<file path="src/rtl/jtag_master.sv">
// jtag_master: host-side JTAG driver.
//
// Runs whole-scan commands against an IEEE 1149.1 TAP: TAP reset (op 0),
// IR scan (op 1), DR scan (op 2) and idle clocks (op 3). It generates
// TCK/TMS/TDI from clk, samples TDO and returns the captured bits. Every
// command starts and ends parked in Run-Test/Idle (TCK=0, TMS=0).
//
// Ports:
//   clk, reset            system clock, synchronous active-high reset
//   cmd_valid/cmd_ready   command handshake; cmd_op, cmd_len, cmd_data
//                         (TDI bits, LSB shifted first)
//   rsp_valid/rsp_ready   response handshake; rsp_data holds the captured
//                         TDO bits, bit0 = first captured, right-aligned
//   busy                  high while the sequencer is not IDLE
//   TCK, TMS, TDI, TDO    JTAG pins
//
// Timing: each TCK period is 2*CLK_DIV clk. TMS/TDI change on the clk edge
// where TCK falls, TDO is sampled on the clk edge where TCK rises.
//
// Optional build macro JTAG_MASTER_RTI_EN: adds parameter RTI_CYCLES and
// appends that many TMS=0 TCKs after every IR/DR scan trailer.
module jtag_master #(
  parameter int MAX_LEN    = 64,
  parameter int CLK_DIV    = 4,
`ifdef JTAG_MASTER_RTI_EN
  parameter int RTI_CYCLES = 1,
`endif
  parameter int LEN_W      = 7
) (
  input  logic               clk,
  input  logic               reset,
  input  logic               cmd_valid,
  output logic               cmd_ready,
  input  logic [1:0]         cmd_op,
  input  logic [LEN_W-1:0]   cmd_len,
  input  logic [MAX_LEN-1:0] cmd_data,
  output logic               rsp_valid,
  input  logic               rsp_ready,
  output logic [MAX_LEN-1:0] rsp_data,
  output logic               busy,
  output logic               TCK,
  output logic               TMS,
  output logic               TDI,
  input  logic               TDO
);

`ifdef JTAG_MASTER_RTI_EN
  localparam int TRL_SCAN = 2 + RTI_CYCLES;
`else
  localparam int TRL_SCAN = 2;
`endif
  localparam int CNT_MAX = (MAX_LEN > TRL_SCAN) ? ((MAX_LEN > 6) ? MAX_LEN : 6)
                                                : ((TRL_SCAN > 6) ? TRL_SCAN : 6);
  localparam int CNT_W = $clog2(CNT_MAX + 1);
  localparam int DIV_W = (CLK_DIV > 1) ? $clog2(CLK_DIV) : 1;
  localparam logic [DIV_W-1:0] DIV_LAST = DIV_W'(CLK_DIV - 1);

  localparam logic [1:0] OP_RST  = 2'd0;
  localparam logic [1:0] OP_IR   = 2'd1;
  localparam logic [1:0] OP_IDLE = 2'd3;

  typedef enum logic [2:0] {S_IDLE, S_HDR, S_SHIFT, S_TRL, S_RESP} state_t;

  // Lengths beyond MAX_LEN saturate to MAX_LEN.
  function automatic logic [CNT_W-1:0] clamp_len(input logic [LEN_W-1:0] len);
    if (len > LEN_W'(MAX_LEN)) return CNT_W'(MAX_LEN);
    return CNT_W'(len);
  endfunction

  // Number of TCKs spent in one sequencer phase.
  function automatic logic [CNT_W-1:0] phase_len(input state_t st, input logic [1:0] op,
                                                 input logic [CNT_W-1:0] n);
    case (st)
      S_HDR:   return (op == OP_IR) ? CNT_W'(4) : CNT_W'(3);
      S_SHIFT: return n;
      S_TRL: begin
        if (op == OP_RST)  return CNT_W'(6);
        if (op == OP_IDLE) return n;
        return CNT_W'(TRL_SCAN);
      end
      default: return '0;
    endcase
  endfunction

  // TMS for bit k of a phase: IR header 1,1,0,0 / DR header 1,0,0;
  // last shift bit exits; scan trailer starts with 1 (Update), then 0s;
  // TAP reset is five 1s then a 0; idle clocks are all 0.
  function automatic logic tms_bit(input state_t st, input logic [1:0] op,
                                   input logic [CNT_W-1:0] k, input logic [CNT_W-1:0] n);
    case (st)
      S_HDR:   return (op == OP_IR) ? (k < CNT_W'(2)) : (k == '0);
      S_SHIFT: return k == n - CNT_W'(1);
      S_TRL:   return (op == OP_RST) ? (k < CNT_W'(5)) : ((op == OP_IDLE) ? 1'b0 : (k == '0));
      default: return 1'b0;
    endcase
  endfunction

  state_t             state, state_nx;
  logic               alive, zero_r, is_zero;
  logic [1:0]         op_r, op_nx;
  logic [CNT_W-1:0]   len_r, len_nx, bit_cnt, cnt_nx, cur_len;
  logic [DIV_W-1:0]   div_cnt;
  logic [MAX_LEN-1:0] data_r, cap_r;
  logic               accept, scanning, tick, rise, fall, last_bit, drive, tms_nx, tdi_nx;

  assign busy      = state != S_IDLE;
  assign cmd_ready = alive && (state == S_IDLE) && !rsp_valid;
  assign accept    = cmd_valid && cmd_ready;
  // Zero-length commands pass through the sequencer without toggling TCK.
  assign scanning  = ((state == S_HDR) || (state == S_SHIFT) || (state == S_TRL)) && !zero_r;
  assign tick      = div_cnt == DIV_LAST;
  assign rise      = scanning && !TCK && tick;
  assign fall      = scanning && TCK && tick;
  assign cur_len   = phase_len(state, op_r, len_r);
  assign last_bit  = bit_cnt == cur_len - CNT_W'(1);

  always_ff @(posedge clk) begin
    if (reset) state <= S_IDLE;
    else       state <= state_nx;
  end

  always_comb begin
    state_nx = state;
    case (state)
      S_IDLE:  if (accept) state_nx = ((cmd_op == OP_RST) || (cmd_op == OP_IDLE)) ? S_TRL : S_HDR;
      S_HDR:   if (zero_r) state_nx = S_RESP;
               else if (fall && last_bit) state_nx = S_SHIFT;
      S_SHIFT: if (fall && last_bit) state_nx = S_TRL;
      S_TRL:   if (zero_r || (fall && last_bit)) state_nx = S_RESP;
      S_RESP:  state_nx = S_IDLE;
      default: state_nx = S_IDLE;
    endcase
  end

  // Values for the next bit, applied on accept or on a TCK falling edge.
  always_comb begin
    op_nx   = accept ? cmd_op : op_r;
    len_nx  = accept ? clamp_len(cmd_len) : len_r;
    is_zero = accept && (cmd_op != OP_RST) && (clamp_len(cmd_len) == '0);
    cnt_nx  = (state_nx != state) ? '0 : bit_cnt + CNT_W'(1);
    drive   = accept || fall;
    tms_nx  = is_zero ? 1'b0 : tms_bit(state_nx, op_nx, cnt_nx, len_nx);
    tdi_nx  = (state_nx == S_SHIFT) && data_r[0];
  end

  // ---- control pipeline: TCK divider, pin drive, response handshake ----
  always_ff @(posedge clk) begin
    if (reset) begin
      alive     <= 1'b0;
      TCK       <= 1'b0;
      TMS       <= 1'b1;
      TDI       <= 1'b0;
      div_cnt   <= '0;
      bit_cnt   <= '0;
      zero_r    <= 1'b0;
      rsp_valid <= 1'b0;
      rsp_data  <= '0;
    end else begin
      alive <= 1'b1;
      if (accept) begin
        TCK     <= 1'b0;
        div_cnt <= '0;
        zero_r  <= is_zero;
      end else if (scanning) begin
        if (tick) begin
          div_cnt <= '0;
          TCK     <= !TCK;
        end else begin
          div_cnt <= div_cnt + DIV_W'(1);
        end
      end else begin
        div_cnt <= '0;
      end
      if (drive) begin
        bit_cnt <= cnt_nx;
        TMS     <= tms_nx;
        TDI     <= tdi_nx;
      end
      // Captured bits entered from the top; shift down to right-align.
      if (state == S_RESP) begin
        rsp_valid <= 1'b1;
        rsp_data  <= cap_r >> (CNT_W'(MAX_LEN) - len_r);
      end else if (rsp_valid && rsp_ready) begin
        rsp_valid <= 1'b0;
      end
    end
  end

  // ---- data pipeline: command latch, TDI shift-out, TDO capture ----
  always_ff @(posedge clk) begin
    if (accept) begin
      op_r   <= cmd_op;
      len_r  <= clamp_len(cmd_len);
      data_r <= cmd_data;
      cap_r  <= '0;
    end else begin
      if (fall && (state_nx == S_SHIFT)) data_r <= data_r >> 1;
      if (rise && (state == S_SHIFT))    cap_r  <= {TDO, cap_r[MAX_LEN-1:1]};
    end
  end

endmodule

</file>
<file path="config.mk">
export PLATFORM = sky130hd
export DESIGN_NAME = jtag_master
export DESIGN_NICKNAME = d
export VERILOG_FILES = /design/src/rtl/jtag_master.sv
export SDC_FILE = /design/constraint.sdc
export NUM_CORES = 1
export LEC_CHECK = 0
export BUFFER_PORTS_ARGS = -buffer_cell sky130_fd_sc_hd__buf_4
export CAP_MARGIN = 10
export CORE_MARGIN = 4
export CORE_UTILIZATION = 40
export DETAILED_ROUTE_END_ITERATION = 7
export GPL_TIMING_DRIVEN = 0
export PLACE_DENSITY = 0.6
export SKIP_LAST_GASP = 1
export SYNTH_ARGS = -nofsm -noshare
export SYNTH_HDL_FRONTEND = slang
export SYNTH_SLANG_ARGS = --single-unit
export TNS_END_PERCENT = 5
</file>
<file path="constraint.sdc">
create_clock -name clk -period 13.35 [get_ports clk]
set_clock_uncertainty 0.15 [all_clocks]
set_input_delay 1.335 -clock clk [delete_from_list [all_inputs] [get_ports clk]]
set_output_delay 1.335 -clock clk [all_outputs]
set_load 0.01 [all_outputs]
</file>
* Word-level counts from Yosys, hierarchy flattened
Index checks and enable logic that the tools add are counted.
** Storage, ports and cells
- Bits in registers :: 219
- Bits in latches :: 0
- Bits in writable memories :: 0
- ROM bits :: 0
- Bits of input ports :: 78
- Output and inout port bits :: 70
- Logic and storage cells :: 112
- Memories :: 0
** Operators by class
- $add $sub $neg :: 5
- Multipliers :: 0
- Div/mod/pow operators :: 0
- Order comparisons :: 3
- Equality and inequality tests :: 16
- Shift operators :: 1
- Muxes and demuxes :: 36
- Bitwise operators :: 1
- Reduce and logical (&&, ||, !) cells :: 36
** Operators by type and width (count)
- $mux 64 :: 2
- $shr 64x7->64 :: 1
- $mux 7 :: 9
- $pmux 7 s3 :: 1
- $mux 3 :: 6
- $logic_and 1x1->1 :: 15
- $eq 7x7->1 :: 2
- $logic_not 7->1 :: 2
- $mux 1 :: 14
- $sub 7x1->7 const B :: 2
- $eq 3x2->1 const B :: 4
- $pmux 3 s4 :: 1
- $eq 2x2->1 const B :: 4
- $add 7x1->7 const B :: 1
- $gt 7x7->1 const B :: 1
- $lt 7x2->1 const B :: 1
- $lt 7x3->1 const B :: 1
- $sub 7x7->7 const A :: 1
- $eq 3x1->1 const B :: 2
- $logic_not 2->1 :: 3
- $reduce_bool 2->1 :: 3
- $logic_or 1x1->1 :: 5
- $eq 2x1->1 const B :: 2
- $mux 2 :: 2
- 11 further kinds :: 13

* Longest topological paths before layout
Gate-level depths: netlist of run 1.
- Depth in word-level cells :: 21
- Mapped depth :: 17
- Gate-level depth less buffers :: 15

* Least setup slack after synthesis of run 1
No wires, ideal clock.
- Path type :: register -> register
- Start :: register state[1]
- End :: register data_r[0] (enable)
- Setup time :: 574 ps
- Arrival time :: 7206 ps
- Required time :: 12626 ps
- Path slack :: 5420 ps
- Stages on the path, launching flop included :: 14
- Buffers on the path :: 1
- Period minus slack after synthesis :: 7930 ps
- Cell sequence :: dfxtp_1 -> buf_2 -> nor2_2 -> a211oi_2 -> nand2_1 -> ha_1 -> xnor2_1 -> xnor2_1 -> a2111oi_1 -> nor4b_4 -> and4_1 -> and2_1 -> o21ai_0 -> o21ai_0
** On the way
- Cells in the longest elaborated chain, start to end :: 13
- Elaborated cells between the ends (all ways) :: 26
- Classes of those cells :: 1 x add/sub; 5 x eq/ne; 7 x mux; 13 x reduce/logical
** Ends and longest elaborated chain
- from (decl) :: RTL line 98 : state_t state, state_nx;
- from (signal assigned) :: RTL line 119 : else state <= state_nx;
- parallel branches: the longest is 12 deep, another holds $sub 7x1->7
- $reduce_bool 2->1 (no line) *
- to (signal assigned) :: RTL line 194 : data_r <= cmd_data;
- to (signal assigned) :: RTL line 197 : if (fall && (state_nx == S_SHIFT)) data_r <= data_r >> 1;
- to (decl) :: RTL line 103 : logic [MAX_LEN-1:0] data_r, cap_r;
Mark *: on every way between the ends.
A chain may end at the register's enable or synchronous reset.

* Worst setup path after layout of run 1
- Start :: register len_r[0]
- End :: register rsp_data[1]
** On the way
- Cells in the longest elaborated chain, start to end :: 2
** Ends and longest elaborated chain
- from (decl) :: RTL line 101 : logic [CNT_W-1:0] len_r, len_nx, bit_cnt, cnt_nx, cur_len;
- from (signal assigned) :: RTL line 193 : len_r <= clamp_len(cmd_len);
- $sub 7x7->7 :: RTL line 182 : rsp_data <= cap_r >> (CNT_W'(MAX_LEN) - len_r);
- $shr 64x7->64 :: RTL line 182
- to (signal assigned) :: RTL line 182
- to (decl) :: RTL line 39 : output logic [MAX_LEN-1:0] rsp_data,
Every way passes these cells.

==> impl_metrics.toml, run 1 <==
[global_route]
grt_overflow_total = 0
grt_max_degree = 26
grt_first_pass_wirelength_um = 62600
antenna_found_initial = 0
grt_pass1_vias = 11200
grt_util_all_layers_pct = 23.0

[critical_path]
cp.required_ns = 13.67
worstPathCellList = "buf_2 > inv_2 > clkbuf_1 > ha_1 > clkbuf_1 > buf_1 > clkbuf_1 > o22a_1 > o21ai_0 > nor2_1 > a21oi_1 > nand2_1 > o21ai_0 > a222oi_1 > nor2_1"
endpoint_kind = "flop"
slowest_stage = "o21ai_0"
cp_slowest_stage_delay_ns = 1.02
path_class = "flop to flop"
crit_top_cell = "clkbuf_1"
crit_fanout = 10
r2r_slack_ns = 8.36
path_buf_inv = 6
arrival_ns = 5.30
rr_worst_depth = 15
start_kind = "flop"
reg2reg_to = "rsp_data[1]"
cp_top_family = "compound AO/OA/AOI/OAI gates"
worstReg2RegStart = "len_r[0]"

[min_path]
hold_depth = 1
hold_class = "flop to flop"
hold_end = "div_cnt[0]"
hold_start = "div_cnt[0]"

[clock_network]
cts_tree = "yes"
cts.sinks = 219
cts_made_buffers = 25
htreeDepth = 1
postCtsSetupRepairBufs = 0
clk_pin_slew_ns = 0.06
clockBufferDepth = 3
worstSkewPairLatency_ns = 0.53
cts_resized = 0
clk_root_buffer_cell = "clkbuf_16"
hold_buffers = 0

[layout]
insertedDiodeCount = 0
synthToLayoutAreaGrowth_pct = 19.9
fin_util_pct = 48.9
fill_cells = 2987
final_nets = 1739
drive_gt1_share_pct = 16.1

[synthesis]
netlist_instances = 1478
synth_top_area_cell = "dfxtp_1"
yosysTopAreaCellShare_pct = 23.7
seq_area_frac_synth_pct = 40.8
ys_types = 69
synth_edf_count = 71
synth_warnings = 0
synth_common_cells = "nand2_1, dfxtp_1, nor2_1, clkbuf_1, a21oi_1"
synth-async-reset-ratio_pct = 0
avgSynthCellArea_um2 = 8.46
yosys_register_bits = 219
ys.flop_type = "dfxtp_1"
synth.most_common_cell = "nand2_1"
synth.net_count = 1562
ys_top_cells_by_area = "dfxtp_1, edfxtp_1, nand2_1"
syn_area_mm2 = 0.0125

[pwr]
power_density_mw_per_mm2 = 114
max-vdd-ir-drop_v = 0.000102
p_comb_share_pct = 17.3
intPower_w = 0.00123
switchingPower_w = 0.000479
p_clk_share_pct = 40.3
pwr-share-seq_pct = 42.4
p_sw_share_pct = 28.1
leakage_nw = 5.85

[sta]
setup_violations = 0
relSlewSlack_pct = 12.7
rsz0062_at_grt = "false"
tns_ns = 0
finalHoldViolations = 0
post-route-period-util_pct = 37.4
tightest_slew_ns = 1.30
fmax_ghz = 0.201
post-route-min-period_ns = 4.99
maxSlewViolCount = 0

[run]
drv_cap = 0

[floorplan]
coreArea_mm2 = 0.0307
die_y_um = 185
start_util_pct = 40.8
io_pins = 148
dieArea_mm2 = 0.0341
die_x_um = 185
row_count = 64

[placement]
port_buffers = 146
gp_congestion = 0.938
dpl.hpwl_um = 31700

[run_status]
outcome = "completed"

[route]
drt-wirelength-per-cell_um = 19.7
drt-total-wl_um = 40700
vias = 11700
drc = 0
dr.pass1.iters = 8
ant_nets = 0
vias_per_cell = 5.65
drtIter0Drc = 1227
cells by family (layout without fill, tap and decap cells):
family	count (synthesis)	after routing	share of synthesized area [%]
muxes	118	118	14.3
AOI/OAI and AO/OA	290	290	15.9
and+or+nand+nor	690	690	22.7
buffers and inverters	129	323	3.95
xor gates and xnor gates	26	26	1.82
DFF	219	219	40.8
adders and majority gates	6	6	0.601
routing by layer:
metal	global-route usage, %	share of wire, %	wire [µm]
met5	0	0	0
met4	4.82	2.2	879
met3	3.65	6.6	2680
met2	36.0	45	18100
met1	33.9	47	19000
worst register-to-register path, delay by kind of cell, from the launching register on:
| kind | cells | cell delay (ns) |
|---|---|---|
| AOI/OAI and AO/OA | 5 | 2.03 |
| adders and majority gates | 1 | 0.36 |
| buffers and inverters | 6 | 1.77 |
| DFF | 1 | 0.36 |
| and+or+nand+nor | 3 | 0.26 |
power groups by stage:
stage / combinational (W) / sequential [W] / clock, W
after floorplan: 0.000195 / 0.000737 / 0
after global placement: 0.000286 / 0.000742 / 0
after detailed placement: 0.000292 / 0.000738 / 0
after CTS: 0.000293 / 0.000724 / 0.000703
after global routing: 0.000323 / 0.000725 / 0.000727
final: 0.000295 / 0.000724 / 0.000687
sequential cells by signal, summed over array words and instances, names as in the netlist, 2 cells and up:
register	flops
op_r	2
state	3
data_r	64
cap_r	64
len_r	7
rsp_data	64
div_cnt	2
bit_cnt	7
cell type report:
| type | count | area, µm² | share of cell area (%) |
|---|---|---|---|
| Buffer | 114 | 438 | 2.92 |
| Timing Repair Buffer | 150 | 1160 | 7.71 |
| Tap cell | 396 | 495 | 3.31 |
| Multi-Input combinational cell | 1130 | 6930 | 46.2 |
| Clock buffer | 34 | 711 | 4.74 |
| Clock inverter | 10 | 108 | 0.718 |
| Sequential cell | 219 | 5090 | 34.0 |
| Inverter | 15 | 56.3 | 0.376 |
cells in the final DEF, fill, tap and decap left out, types with 25 or more instances in the layout:
master	n
a21oi_1	96
a222oi_1	32
a22oi_1	34
buf_4	147
clkbuf_1	103
clkbuf_16	25
dfxtp_1	148
edfxtp_1	71
mux2i_1	59
mux4_2	47
nand2_1	472
nand3_1	26
nor2_1	119
o21ai_0	64
metrics by stage:
| step | hold WS [ns] | area [µm²] | instances | setup slack, ns | power, W |
|---|---|---|---|---|---|
| after CTS | 0.272 | 15000 | 2068 | 8.42 | 0.00172 |
| after detailed placement | 0.263 | 14200 | 2024 | 8.45 | 0.00103 |
| after floorplan | 0.246 | 12500 | 1478 | 5.42 | 0.000932 |
| final | 0.272 | 15000 | 2068 | 8.36 | 0.00171 |
| after global routing | 0.296 | 15000 | 2068 | 8.03 | 0.00178 |
| after global placement | 0.255 | 14100 | 2020 | 2.75 | 0.00103 |
how the worst max path moves through the flow:
| stage | slack [ns] | end | cells after the start | from |
|---|---|---|---|---|
| 6_report | 8.36 | rsp_data[1] | 15 | len_r[0] |
| 5_1_grt | 8.03 | data_r[34] | 15 | len_r[0] |
| 2_1_floorplan | 5.42 | data_r[0] | 13 | state[1] |
| 3_3_place_gp | 2.75 | data_r[32] | 13 | state[1] |
| 3_5_place_dp | 8.45 | data_r[32] | 15 | len_r[0] |
| 4_1_cts | 8.42 | data_r[46] | 15 | len_r[0] |
No activity file was read; power rests on OpenSTA's default activity.
==> run 2: changes to the inputs <==
clock period = 4.6 ns   (was 13.35 ns; I/O delays follow)
==> run 2 against run 1 <==
  * Global-route usage hardly changed
  * Largest cell class unchanged
  * Sequential cell count stayed put
  * Final cell count is 0.19% higher
  * Largest power group unchanged
  * Sequential power grew to 2.9 times the previous value
  * Critical endpoint is now rsp_data[3]
  * Via count is 0.45% higher
  * First-iteration DRC count is 5.0% higher
  * Worst hold slack worse by 0.23 ns
  * Register-to-register slack worse by 8.2 ns
  * Clock-buffer cell count is 4 higher
==> impl_metrics.toml, run 2 (synthesized netlist as in run 1, its figures left out) <==
[run_status]
outcome = "completed"

[floorplan]
die_y_um = 185
io_pins = 148
die_x_um = 185
row_count = 64
start_util_pct = 40.8
dieArea_mm2 = 0.0341
coreArea_mm2 = 0.0307

[route]
drtIter0Drc = 1288
dr.pass1.iters = 6
ant_nets = 0
drc = 0
drt-total-wl_um = 40700
vias = 11700
drt-wirelength-per-cell_um = 19.7
vias_per_cell = 5.66

[critical_path]
arrival_ns = 4.77
worstPathCellList = "buf_2 > inv_2 > clkbuf_2 > ha_1 > clkbuf_1 > clkbuf_2 > clkbuf_2 > nor2_1 > nand2_1 > o21ai_0 > nor2_1 > a21oi_1 > nand2_1 > o21ai_0 > a222oi_1 > nor2_1"
cp.required_ns = 4.91
path_class = "flop to flop"
worstReg2RegStart = "len_r[0]"
reg2reg_to = "rsp_data[3]"
crit_fanout = 10
start_kind = "flop"
r2r_slack_ns = 0.14
slowest_stage = "o21ai_0"
endpoint_kind = "flop"
rr_worst_depth = 16
cp_slowest_stage_delay_ns = 0.84

[sta]
post-route-min-period_ns = 4.46
finalHoldViolations = 0
setup_violations = 0
post-route-period-util_pct = 96.9
rsz0062_at_grt = "true"
maxSlewViolCount = 0
whs_ns = 0.0392
fmax_ghz = 0.224
relSlewSlack_pct = 24.0
tightest_slew_ns = 1.13

[global_route]
antenna_found_initial = 0
grt_pass1_vias = 11300
grt_max_degree = 31
grt_overflow_total = 0
grt_first_pass_wirelength_um = 63200
grt_util_all_layers_pct = 23.0

[clock_network]
htreeDepth = 1
clockBufferDepth = 3
cts_tree = "yes"
cts.sinks = 219
clk_pin_slew_ns = 0.06
clk_root_buffer_cell = "clkbuf_16"
worstSkewPairLatency_ns = 0.53
cts_made_buffers = 25

[pwr]
power_density_mw_per_mm2 = 332
leakage_nw = 5.87
max-vdd-ir-drop_v = 0.000281

[min_path]
hold_start = "cmd_data[11]"
hold_depth = 3
hold_class = "input pin to flop"
hold_end = "data_r[11]"

[placement]
port_buffers = 146
gp_congestion = 0.954
post_dp_cell_area_mm2 = 0.0142
dpl.hpwl_um = 31600

[layout]
final_common_cell = "nand2_1"
reg_top3 = "cap_r x64, data_r x64, rsp_data x64"
insertedDiodeCount = 0
synthToLayoutAreaGrowth_pct = 20.2
final_nets = 1742
drive_gt1_share_pct = 16.4
final_cell_mix = "nand2_1, buf_4, dfxtp_1, nor2_1, clkbuf_1"
postLayoutCellArea_mm2 = 0.0150

[run]
drv_cap = 0
run 2: worst max-delay path, delay by kind of cell (launching register included):
family / cells / cell delay (ns)
adder cells (fa/ha/maj): 1 / 0.39
AO/OA/AOI/OAI: 4 / 1.47
AND/OR/NAND/NOR: 5 / 0.63
buffers and inverters: 6 / 1.43
flip-flops: 1 / 0.32
run 2: what timing repair did:
action,CTS,global route
pin swaps,1,0
setup endpoints to repair,44,114
setup buffers,1,2
hold buffers,0,0
resized for setup,4,8
run 2: final cells by class:
type | count | area (µm²)
fill | 3015 | 15600
multi-input combinational | 1130 | 6930
sequential | 219 | 5090
timing repair buffer | 153 | 1170
clock buffer | 38 | 714
tap | 396 | 495
buffer | 114 | 445
clock inverter | 7 | 114
inverter | 15 | 56.3
run 2: metal layers:
layer,up-vias,part of all wire (%),track usage [%]
met5,-,0,0
met4,0,2.3,5.40
met3,61,7.4,3.73
met2,414,44,35.6
met1,5655,46,34.1
li1,5602,-,-
run 2: how the worst max path moves through the flow:
stage	start	end	slack, ns	cells past startpoint
global placement	state[1]	data_r[32]	-0.90	13
floorplan	state[1]	data_r[0]	0.20	13
CTS	len_r[0]	data_r[32]	0.02	15
finish	len_r[0]	rsp_data[3]	0.14	16
detailed placement	len_r[0]	rsp_data[2]	-0.15	18
global route	state[1]	len_r[4]	-0.09	9
run 2: report_power, final:
group / leakage, nW / switching [W] / internal (W) / total, W
registers: 1.86 / 0.0000316 / 0.00207 / 0.00210
clock network: 0.404 / 0.000781 / 0.00124 / 0.00202
logic: 3.61 / 0.000565 / 0.000302 / 0.000868
total: 5.87 / 0.00138 / 0.00361 / 0.00498
run 2: stage by stage:
step / cells / power (W) / setup WS, ns / util [%] / setup TNS (ns)
3_3_place_gp: 2020 / 0.00298 / -0.903 / 46.0 / -58.12
4_1_cts: 2070 / 0.00502 / 0.0198 / 48.9 / 0
5_1_grt: 2072 / 0.00520 / -0.0886 / 49.0 / -0.779
3_5_place_dp: 2024 / 0.00299 / -0.150 / 46.2 / -2.06
2_1_floorplan: 1478 / 0.00270 / 0.200 / - / 0
6_report: 2072 / 0.00498 / 0.142 / 49.0 / 0
